===== src/rtl/btn_encoder_8to3.sv =====
// Eight-button front end: 2-FF synchroniser, whole-vector debounce, priority encoder and a
// one-event-per-press valid/ack handshake with a sticky overflow flag.
module btn_encoder_8to3 #(
  parameter int unsigned DEBOUNCE_CYCLES = 50000,
  parameter int unsigned CNT_W           = 16
) (
  input  logic       clk,
  input  logic       reset,
  input  logic [7:0] btn_raw,
  input  logic       ack,
  output logic [2:0] code,
  output logic       valid,
  output logic       dropped,
  output logic       pressed
);

  localparam logic [CNT_W-1:0] CntMax = CNT_W'(DEBOUNCE_CYCLES - 1);

  typedef enum logic {StIdle, StHeld} state_e;

  logic [7:0]       sync1_q, sync2_q;
  logic [7:0]       samp_q, samp_d;
  logic [7:0]       stable_q, stable_d;
  logic [CNT_W-1:0] cnt_q, cnt_d;
  logic             pressed_q, pressed_d;
  logic [2:0]       code_q, code_d;
  logic             valid_q, valid_d;
  logic             dropped_q, dropped_d;
  state_e           state_q, state_d;
  logic [2:0]       enc;
  logic             issue;

  // Debounce: any change in the synchronised vector restarts the window; cnt saturates.
  always_comb begin
    samp_d   = samp_q;
    stable_d = stable_q;
    cnt_d    = cnt_q;
    if (sync2_q != samp_q) begin
      samp_d = sync2_q;
      cnt_d  = '0;
    end else if (cnt_q == CntMax) begin
      stable_d = samp_q;
    end else begin
      cnt_d = cnt_q + 1'b1;
    end
  end

  assign pressed_d = |stable_q;

  // Highest-numbered pressed button wins.
  always_comb begin
    enc = 3'd0;
    for (int i = 0; i < 8; i++) begin
      if (stable_q[i]) enc = 3'(i);
    end
  end

  always_comb begin
    state_d = state_q;
    issue   = 1'b0;
    case (state_q)
      StIdle: begin
        if (stable_q != 8'd0) begin
          issue   = 1'b1;
          state_d = StHeld;
        end
      end
      StHeld: begin
        if (stable_q == 8'd0) state_d = StIdle;
      end
      default: state_d = StIdle;
    endcase
  end

  // Ack is applied before a same-edge issue, so an acked slot can be refilled immediately.
  always_comb begin
    code_d    = code_q;
    valid_d   = valid_q;
    dropped_d = dropped_q;
    if (ack && valid_q) begin
      valid_d   = 1'b0;
      dropped_d = 1'b0;
    end
    if (issue) begin
      if (!valid_d) begin
        code_d  = enc;
        valid_d = 1'b1;
      end else begin
        dropped_d = 1'b1;
      end
    end
  end

  always_ff @(posedge clk or posedge reset) begin
    if (reset) begin
      sync1_q   <= '0;
      sync2_q   <= '0;
      samp_q    <= '0;
      stable_q  <= '0;
      cnt_q     <= '0;
      pressed_q <= 1'b0;
      code_q    <= 3'd0;
      valid_q   <= 1'b0;
      dropped_q <= 1'b0;
      state_q   <= StIdle;
    end else begin
      sync1_q   <= btn_raw;
      sync2_q   <= sync1_q;
      samp_q    <= samp_d;
      stable_q  <= stable_d;
      cnt_q     <= cnt_d;
      pressed_q <= pressed_d;
      code_q    <= code_d;
      valid_q   <= valid_d;
      dropped_q <= dropped_d;
      state_q   <= state_d;
    end
  end

  assign code    = code_q;
  assign valid   = valid_q;
  assign dropped = dropped_q;
  assign pressed = pressed_q;

endmodule


===== config.mk =====
export PLATFORM = sky130hd
export DESIGN_NAME = btn_encoder_8to3
export DESIGN_NICKNAME = d
export VERILOG_FILES = /design/src/rtl/btn_encoder_8to3.sv
export SDC_FILE = /design/constraint.sdc
export NUM_CORES = 1
export LEC_CHECK = 0
export CAP_MARGIN = 30
export CORE_ASPECT_RATIO = 0.8
export CORE_MARGIN = 2
export CORE_UTILIZATION = 56
export CTS_CLUSTER_DIAMETER = 30
export CTS_CLUSTER_SIZE = 14
export DETAILED_ROUTE_END_ITERATION = 10
export HOLD_SLACK_MARGIN = 0.05
export PLACE_DENSITY = 0.77
export SYNTH_ARGS = -nofsm -noshare
export SYNTH_HDL_FRONTEND = slang
export SYNTH_SLANG_ARGS = --single-unit

===== constraint.sdc =====
create_clock -name clk -period 3 [get_ports clk]
set_input_delay 0.6 -clock clk [delete_from_list [all_inputs] [get_ports clk]]
set_output_delay 0.6 -clock clk [all_outputs]
set_load 0.1 [all_outputs]

* Word level (Yosys, flattened, before mapping)
Cells that the tools add are included.
** Cells by class
- Reduce and logical (&&, ||, !) cells :: 6
- Bitwise gates (word level) :: 3
- Shift-type cells :: 0
- Mux-type cells :: 18
- Equal/unequal tests :: 3
- $mul :: 0
- Div/mod/pow operators :: 0
- $lt $le $gt $ge :: 0
- Add/subtract/negate cells :: 1
** Operator list (count)
- 16-bit two-way mux :: 2
- 3-bit two-way mux :: 6
- 16-bit by 1-bit adder with 16-bit output (second input constant) :: 1
- 16-bit == test (second input constant) :: 1
- 1-bit two-way mux :: 9
- 8-bit logical NOT :: 1
- 8-bit inequality test :: 1
- 8-bit nonzero test :: 1
- 8-bit OR reduction :: 1
- 2-bit AND reduction :: 2
- 1-bit inverter :: 3
- 2-bit inequality test (second input constant) :: 1
- 1-bit case mux with 2 select lines :: 1
- 1-bit logical AND :: 1
** Word-level totals
- Memory bits (read-only) :: 0
- Memories :: 0
- Output and inout port bits :: 6
- Bits in latches :: 0
- Bits in writable memories :: 0
- Bits in registers :: 55

* Logic depth before layout (Yosys ltp)
Gate-level depths: netlist of run 1.
- Depth after elaboration :: 7
- Depth in mapped cells :: 6

* Worst setup path after synthesis of run 1
OpenSTA, ideal clock, no wires.
- Path type :: reg2reg
- Start :: reg cnt_q[13]
- End :: reg stable_q[0]
- Setup slack :: 608 ps
- Setup time :: 125 ps
- Buffers on the path :: 1
- Period minus slack after synthesis :: 2392 ps
- Arrival time :: 2267 ps
- Stages on the path, launching flop included :: 6
- Cell sequence :: dfrtp_1 or4b_1 or4_1 buf_2 nor3_4 mux2_4
** Between the ends
- Longest elaborated chain between the ends :: 2
** RTL lines
- start, declared :: line 24 : logic [CNT_W-1:0] cnt_q, cnt_d;
- start signal, assigned :: line 111 : cnt_q <= cnt_d;
- 16-bit == test :: line 41 : end else if (cnt_q == CntMax) begin
- 2-bit AND reduction (no line)
- end signal, assigned :: line 110 : stable_q <= stable_d;
- end, declared :: line 23 : logic [7:0] stable_q, stable_d;
No other way between the ends.
A chain may end at the register's enable or synchronous reset.

* Worst setup path in the final report of run 1
- Start :: reg cnt_q[13]
- End :: reg stable_q[1]
Same word-level chain as after synthesis.

==> impl_metrics.py, run 1 <==
metrics = {
    "outcome": {
        "status": "finished clean",
    },
    "timing": {
        "finalCritPeriodShare_pct": 85.25,
        "fin_hold_ws_ns": 0.3550,
        "setup_viol": 0,
        "tightestPinTransition_ns": 0.6680,
        "layout_min_cycle_time_ns": 2.558,
        "hold_violations": 0,
        "slew_headroom_pct": 55.47,
        "rsz0062_at_grt": "false",
        "fmax_ghz": 0.3910,
        "tns_ns": 0,
        "drv_slew": 0,
        "fin_skew_ns": 0.008252,
    },
    "job": {
        "cap_viol_max_count": 0,
    },
    "floorplan": {
        "row_count": 20,
        "die-area_um2": 4427,
        "ios": 17,
        "die_h_um": 59.91,
        "initial_core_util_pct": 57.91,
        "die_x_um": 73.89,
        "coreArea_um2": 3779,
    },
    "power": {
        "p_leak_uw": 0.001039,
        "fin_total_pwr_uw": 1296,
        "power_density_nw_per_um2": 521.4,
        "vdd_drop_max_v": 0.0003963,
    },
    "setup_path": {
        "max_stage_delay_ns": 0.66,
        "r2r_slack_ns": 0.44,
        "r2r-end": "stable_q[1]$_DFFE_PP0P_",
        "r2r_cells": 4,
        "cp-start-kind": "register",
        "end_kind": "register",
        "worstSetupPathType": "register to register",
        "crit_path_max_fanout": 8,
        "cp.arrival_ns": 2.74,
        "cp.required_ns": 3.19,
        "timing.rr.start": "cnt_q[13]$_DFFE_PP0P_",
        "crit_chain": "or4b_1 > or4_1 > nor3_4 > mux2_4",
        "crit_slowest_cell": "or4_1",
    },
    "finish": {
        "area_growth_pct": 13.55,
        "nNetsFinal": 205,
        "n_fill_cell": 285,
        "stdcell_area_um2": 2485,
        "layout_common_cells": "dfrtp_1 (55), nor2_1 (19), xnor2_1 (13), clkdlybuf4s50_1 (10), a21oi_1 (9)",
        "final_common_cell": "dfrtp_1",
        "final-instance-count-excl-fill": 249,
        "drive_above_1_share_pct": 12.89,
        "antenna_cells": 0,
    },
    "grt": {
        "first_global_vias": 1373,
        "grt_pass1_wl_um": 6161,
        "grt_max_degree": 56,
        "antenna_found_initial": 0,
        "grtUsageTotal_pct": 18.93,
        "overflow": 0,
    },
    "placed_design": {
        "dpl_cell_area_um2": 2367,
        "place_hpwl_um": 2471,
        "gp_congestion": 0.8687,
        "port_buffers": 16,
        "place_inst": 241,
    },
    "logic_synthesis": {
        "yosysSeqAreaShare_pct": 62.89,
        "syn_avg_cell_area_um2": 12.16,
        "synth_ff_type": "dfrtp_1",
        "synth_edf_count": 0,
        "synthesis.nets": 192,
        "synth_cell_types": 33,
        "synth_cells": 180,
        "ys_async_sr_fraction_pct": 100.0,
        "netlist_area_um2": 2188,
        "ys_ff_latch": 55,
        "yosys_warnings": 0,
    },
    "drt": {
        "wl_um": 3392,
        "drtIter0Drc": 45,
        "route.detailed.drc": 0,
        "via_per_inst": 5.313,
        "wl_per_cell_um": 13.62,
        "first_pass_iters": 4,
        "vias": 1323,
        "ant_nets": 0,
    },
    "clock_network": {
        "path_clk_slew_ns": 0.09,
        "htreeDepth": 2,
        "cts_tree": "done",
        "cts-resized-gates": 0,
        "cts_buffers": 5,
        "clock_latency_ns": 0.30,
        "cts_root_buf": "clkbuf_8",
        "cts_sinks": 55,
        "post_cts_buffers": 0,
        "postCtsHoldBufs": 0,
        "cts_max_path_buffers": 2,
    },
    "min_path": {
        "worstHoldEndpoint": "sync2_q[5]$_DFF_PP0_",
        "hold_start": "sync1_q[5]$_DFF_PP0_",
        "min_path_cells": 0,
        "holdCritPathClass": "register to register",
    },
}
[critical path: cells and delay by family, from the launching register on]
family / cells / cell delay (ns)
mux: 1 / 0.35
simple gates: 3 / 1.68
flops: 1 / 0.43
[where the power goes]
part | internal [uW] | leakage (uW) | switching, uW
clock | 270 | 0.0000612 | 219
combinational | 20.1 | 0.000285 | 19.9
sequential | 757 | 0.000692 | 9.79
total | 1050 | 0.00104 | 248
[routing by layer]
| metal | vias up | track usage, % | part of all wire, % |
|---|---|---|---|
| li1 | 639 | - | - |
| met1 | 650 | 25.56 | 48 |
| met2 | 29 | 30.23 | 47 |
| met3 | 5 | 4.553 | 4.1 |
| met4 | 0 | 6.753 | 1.0 |
| met5 | - | 0 | 0 |
[Yosys cell counts, types with 2 or more instances]
master,count,share of area [%]
a21oi_1,9,2.1
nand3_1,5,1.1
xor2_1,4,1.6
o21ai_0,4,0.91
or4_1,3,1.0
and4_1,2,0.80
nand4_1,6,1.7
or3_1,4,1.1
clkbuf_1,10,1.7
nor3_1,2,0.46
inv_1,6,1.0
nand2_1,7,1.2
xnor2_1,13,5.2
dfrtp_1,55,63
and2_1,3,0.86
nor4_1,3,0.86
nor2_1,19,3.3
mux2_4,8,5.5
a31oi_1,3,0.86
[kinds of logic (layout without fill, tap and decap cells)]
family                     count (synthesis)  count (layout)  share of synthesized area, %
and+or+nand+nor                           60              60                         15.27
buffers and inverters                     17              31                         2.973
muxes                                      9               9                         5.946
adders and majority gates                  1               1                        0.5717
xor gates and xnor gates                  17              17                         6.804
AOI/OAI and AO/OA                         21              21                         5.546
DFF                                       55              55                         62.89
[layout make-up]
| class | instances | area (um^2) | share of cell area, % |
|---|---|---|---|
| Sequential cell | 55 | 1376 | 55.39 |
| Multi-Input combinational cell | 108 | 747.0 | 30.06 |
| Timing Repair Buffer | 17 | 152.6 | 6.143 |
| Clock buffer | 6 | 82.58 | 3.323 |
| Tap cell | 55 | 68.82 | 2.769 |
| Clock inverter | 2 | 35.03 | 1.410 |
| Inverter | 6 | 22.52 | 0.9063 |
[worst max-delay path by stage]
stage / endpoint / slack, ns / start / cells after the start
after floorplan: stable_q[0]$_DFFE_PP0P_ / 0.61 / cnt_q[13]$_DFFE_PP0P_ / 5
after global placement: stable_q[7]$_DFFE_PP0P_ / 0.53 / cnt_q[13]$_DFFE_PP0P_ / 4
after detailed placement: stable_q[1]$_DFFE_PP0P_ / 0.44 / cnt_q[13]$_DFFE_PP0P_ / 4
after CTS: stable_q[1]$_DFFE_PP0P_ / 0.44 / cnt_q[13]$_DFFE_PP0P_ / 4
after global routing: stable_q[1]$_DFFE_PP0P_ / 0.31 / cnt_q[13]$_DFFE_PP0P_ / 4
final: stable_q[1]$_DFFE_PP0P_ / 0.44 / cnt_q[13]$_DFFE_PP0P_ / 4
[state kept, by name (all words and copies together), names as in the netlist]
| name | count |
|---|---|
| cnt_q | 16 |
| code | 3 |
| dropped | 1 |
| pressed | 1 |
| samp_q | 8 |
| stable_q | 8 |
| state_q | 1 |
| sync1_q | 8 |
| sync2_q | 8 |
| valid | 1 |
[per-stage QoR]
step           setup WS [ns]  util [%]
6_report              0.4425     65.76
3_3_place_gp          0.5273     62.65
3_5_place_dp          0.4445     62.65
2_1_floorplan         0.6083         -
4_1_cts               0.4382     65.76
5_1_grt               0.3149     65.76
(Power assumes the default switching activity.)
==> run 2, diff against run 1 <==
Settings changed: RECOVER_POWER set to 100.
==> run 2 against run 1 <==
Maximum frequency is 1.8% higher. First-iteration DRC count up 27%. Via count hardly changed. Sequential power is essentially flat. Critical path depth unchanged. Clock power about the same. Routed wire length increased by 1.5%. Hold slack barely moved. Critical path type unchanged.
==> impl_metrics.py, run 2 (synthesis results as in run 1) <==
metrics = {
    "outcome": {
        "status": "finished clean",
    },
    "floorplan": {
        "ios": 17,
        "initial_core_util_pct": 57.91,
        "row_count": 20,
        "die_h_um": 59.91,
        "die_x_um": 73.89,
        "coreArea_um2": 3779,
        "die-area_um2": 4427,
    },
    "setup_path": {
        "crit_path_max_fanout": 8,
        "cp.required_ns": 3.18,
        "crit_chain": "or4b_1 > or4_1 > nor3_4 > mux2_1",
        "cp.arrival_ns": 2.69,
        "crit_slowest_cell": "or4_1",
        "max_stage_delay_ns": 0.65,
        "worstSetupPathType": "register to register",
        "crit_family": "simple AND/OR/NAND/NOR gates",
        "cp-start-kind": "register",
        "critical_path_buf_inv_count": 0,
        "end_kind": "register",
    },
    "drt": {
        "first_pass_iters": 4,
        "vias": 1324,
        "route.detailed.drc": 0,
        "ant_nets": 0,
        "wl_per_cell_um": 13.83,
        "via_per_inst": 5.317,
        "wl_um": 3444,
        "drtIter0Drc": 57,
    },
    "grt": {
        "antenna_found_initial": 0,
        "first_global_vias": 1373,
        "grt_max_degree": 56,
        "grtUsageTotal_pct": 18.93,
        "grt_pass1_wl_um": 6161,
        "overflow": 0,
    },
    "clock_network": {
        "htreeDepth": 2,
        "post_cts_buffers": 0,
        "cts_tree": "done",
        "path_clk_slew_ns": 0.09,
        "cts_max_path_buffers": 2,
        "cts-resized-gates": 0,
        "cts_buffers": 5,
        "cts_sinks": 55,
        "postCtsHoldBufs": 0,
        "cts_root_buf": "clkbuf_8",
        "clock_latency_ns": 0.30,
    },
    "placed_design": {
        "port_buffers": 16,
        "place_hpwl_um": 2471,
        "gp_congestion": 0.8687,
    },
    "timing": {
        "slew_headroom_pct": 15.39,
        "layout_min_cycle_time_ns": 2.512,
        "fin_skew_ns": 0.008278,
        "tns_ns": 0,
        "fmax_ghz": 0.3981,
        "rsz0062_at_grt": "false",
        "hold_violations": 0,
        "tightestPinTransition_ns": 1.269,
        "drv_slew": 0,
        "setup_viol": 0,
        "finalCritPeriodShare_pct": 83.73,
    },
    "finish": {
        "postLayoutCoreUtil_pct": 64.40,
        "final_common_cell": "dfrtp_1",
        "top_register": "cnt_q",
        "largest_reg_flops": 16,
        "layout_common_cells": "dfrtp_1 (55), nor2_1 (19), xnor2_1 (13), dlygate4sd3_1 (10), a21oi_1 (9)",
        "nNetsFinal": 205,
        "antenna_cells": 0,
        "area_growth_pct": 11.21,
        "drive_above_1_share_pct": 5.670,
    },
    "power": {
        "power_density_nw_per_um2": 531.5,
        "p_leak_uw": 0.001020,
        "vdd_drop_max_v": 0.0003954,
    },
    "job": {
        "cap_viol_max_count": 0,
    },
    "min_path": {
        "holdCritPathClass": "register to register",
    },
}
-- run 2: changes by cell type in the layout (fill, tap and decap cells not counted), sizes merged --
cell,before,now
clkdlybuf4s50,10,0
dlygate4sd3,0,10
buf,7,0
clkbuf,6,13
clkinv,1,2
inv,6,5
-- run 2: layer usage --
metal	vias up	global-route usage [%]	part of all wire, %	routed length [um]
met1	653	25.56	48	1661
li1	641	-	-	-
met5	-	0	0	0
met3	5	4.553	3.7	126
met4	0	6.753	1.0	35
met2	25	30.23	47	1621
-- run 2: final cells by class --
class / instances / area [um^2]
Tap cell: 55 / 68.82
Clock buffer: 6 / 82.58
Clock inverter: 2 / 35.03
Inverter: 6 / 22.52
Timing Repair Buffer: 17 / 127.6
Multi-Input combinational cell: 108 / 720.7
Sequential cell: 55 / 1376
Fill cell: 302 / 1345
-- run 2: power by group --
group | switching, uW | total, uW | internal [uW]
sequential | 9.75 | 767 | 757
clock | 220 | 490 | 270
combinational | 19.9 | 36.7 | 16.8
-- run 2: worst register-to-register path, delay by kind of cell, from the launching register on --
kind	cells	cell delay, ns
flops	1	0.43
simple gates	3	1.59
mux	1	0.38
-- run 2: final timing paths --
path	startpoint	end	slack, ns	cells past startpoint
max	cnt_q[13]$_DFFE_PP0P_	stable_q[1]$_DFFE_PP0P_	0.49	4
min	sync1_q[5]$_DFF_PP0_	sync2_q[5]$_DFF_PP0_	0.36	0
max reg2reg	cnt_q[13]$_DFFE_PP0P_	stable_q[1]$_DFFE_PP0P_	0.49	4
min reg2reg	sync1_q[5]$_DFF_PP0_	sync2_q[5]$_DFF_PP0_	0.36	0
max in group asynchronous	reset	cnt_q[9]$_DFFE_PP0P_	1.07	3
min in group asynchronous	reset	cnt_q[12]$_DFFE_PP0P_	1.16	3
-- run 2: stage by stage --
stage / setup slack (ns) / cell area (um^2) / instances / hold slack (ns) / total power [uW]
after floorplan: 0.6083 / 2188 / 180 / 0.3312 / 804.7
after global placement: 0.5273 / 2367 / 241 / 0.3318 / 820.5
after detailed placement: 0.4445 / 2367 / 241 / 0.3358 / 823.7
after CTS: 0.4382 / 2485 / 249 / 0.3570 / 1308
after global routing: 0.3554 / 2434 / 249 / 0.3648 / 1343
final: 0.4881 / 2434 / 249 / 0.3550 / 1293
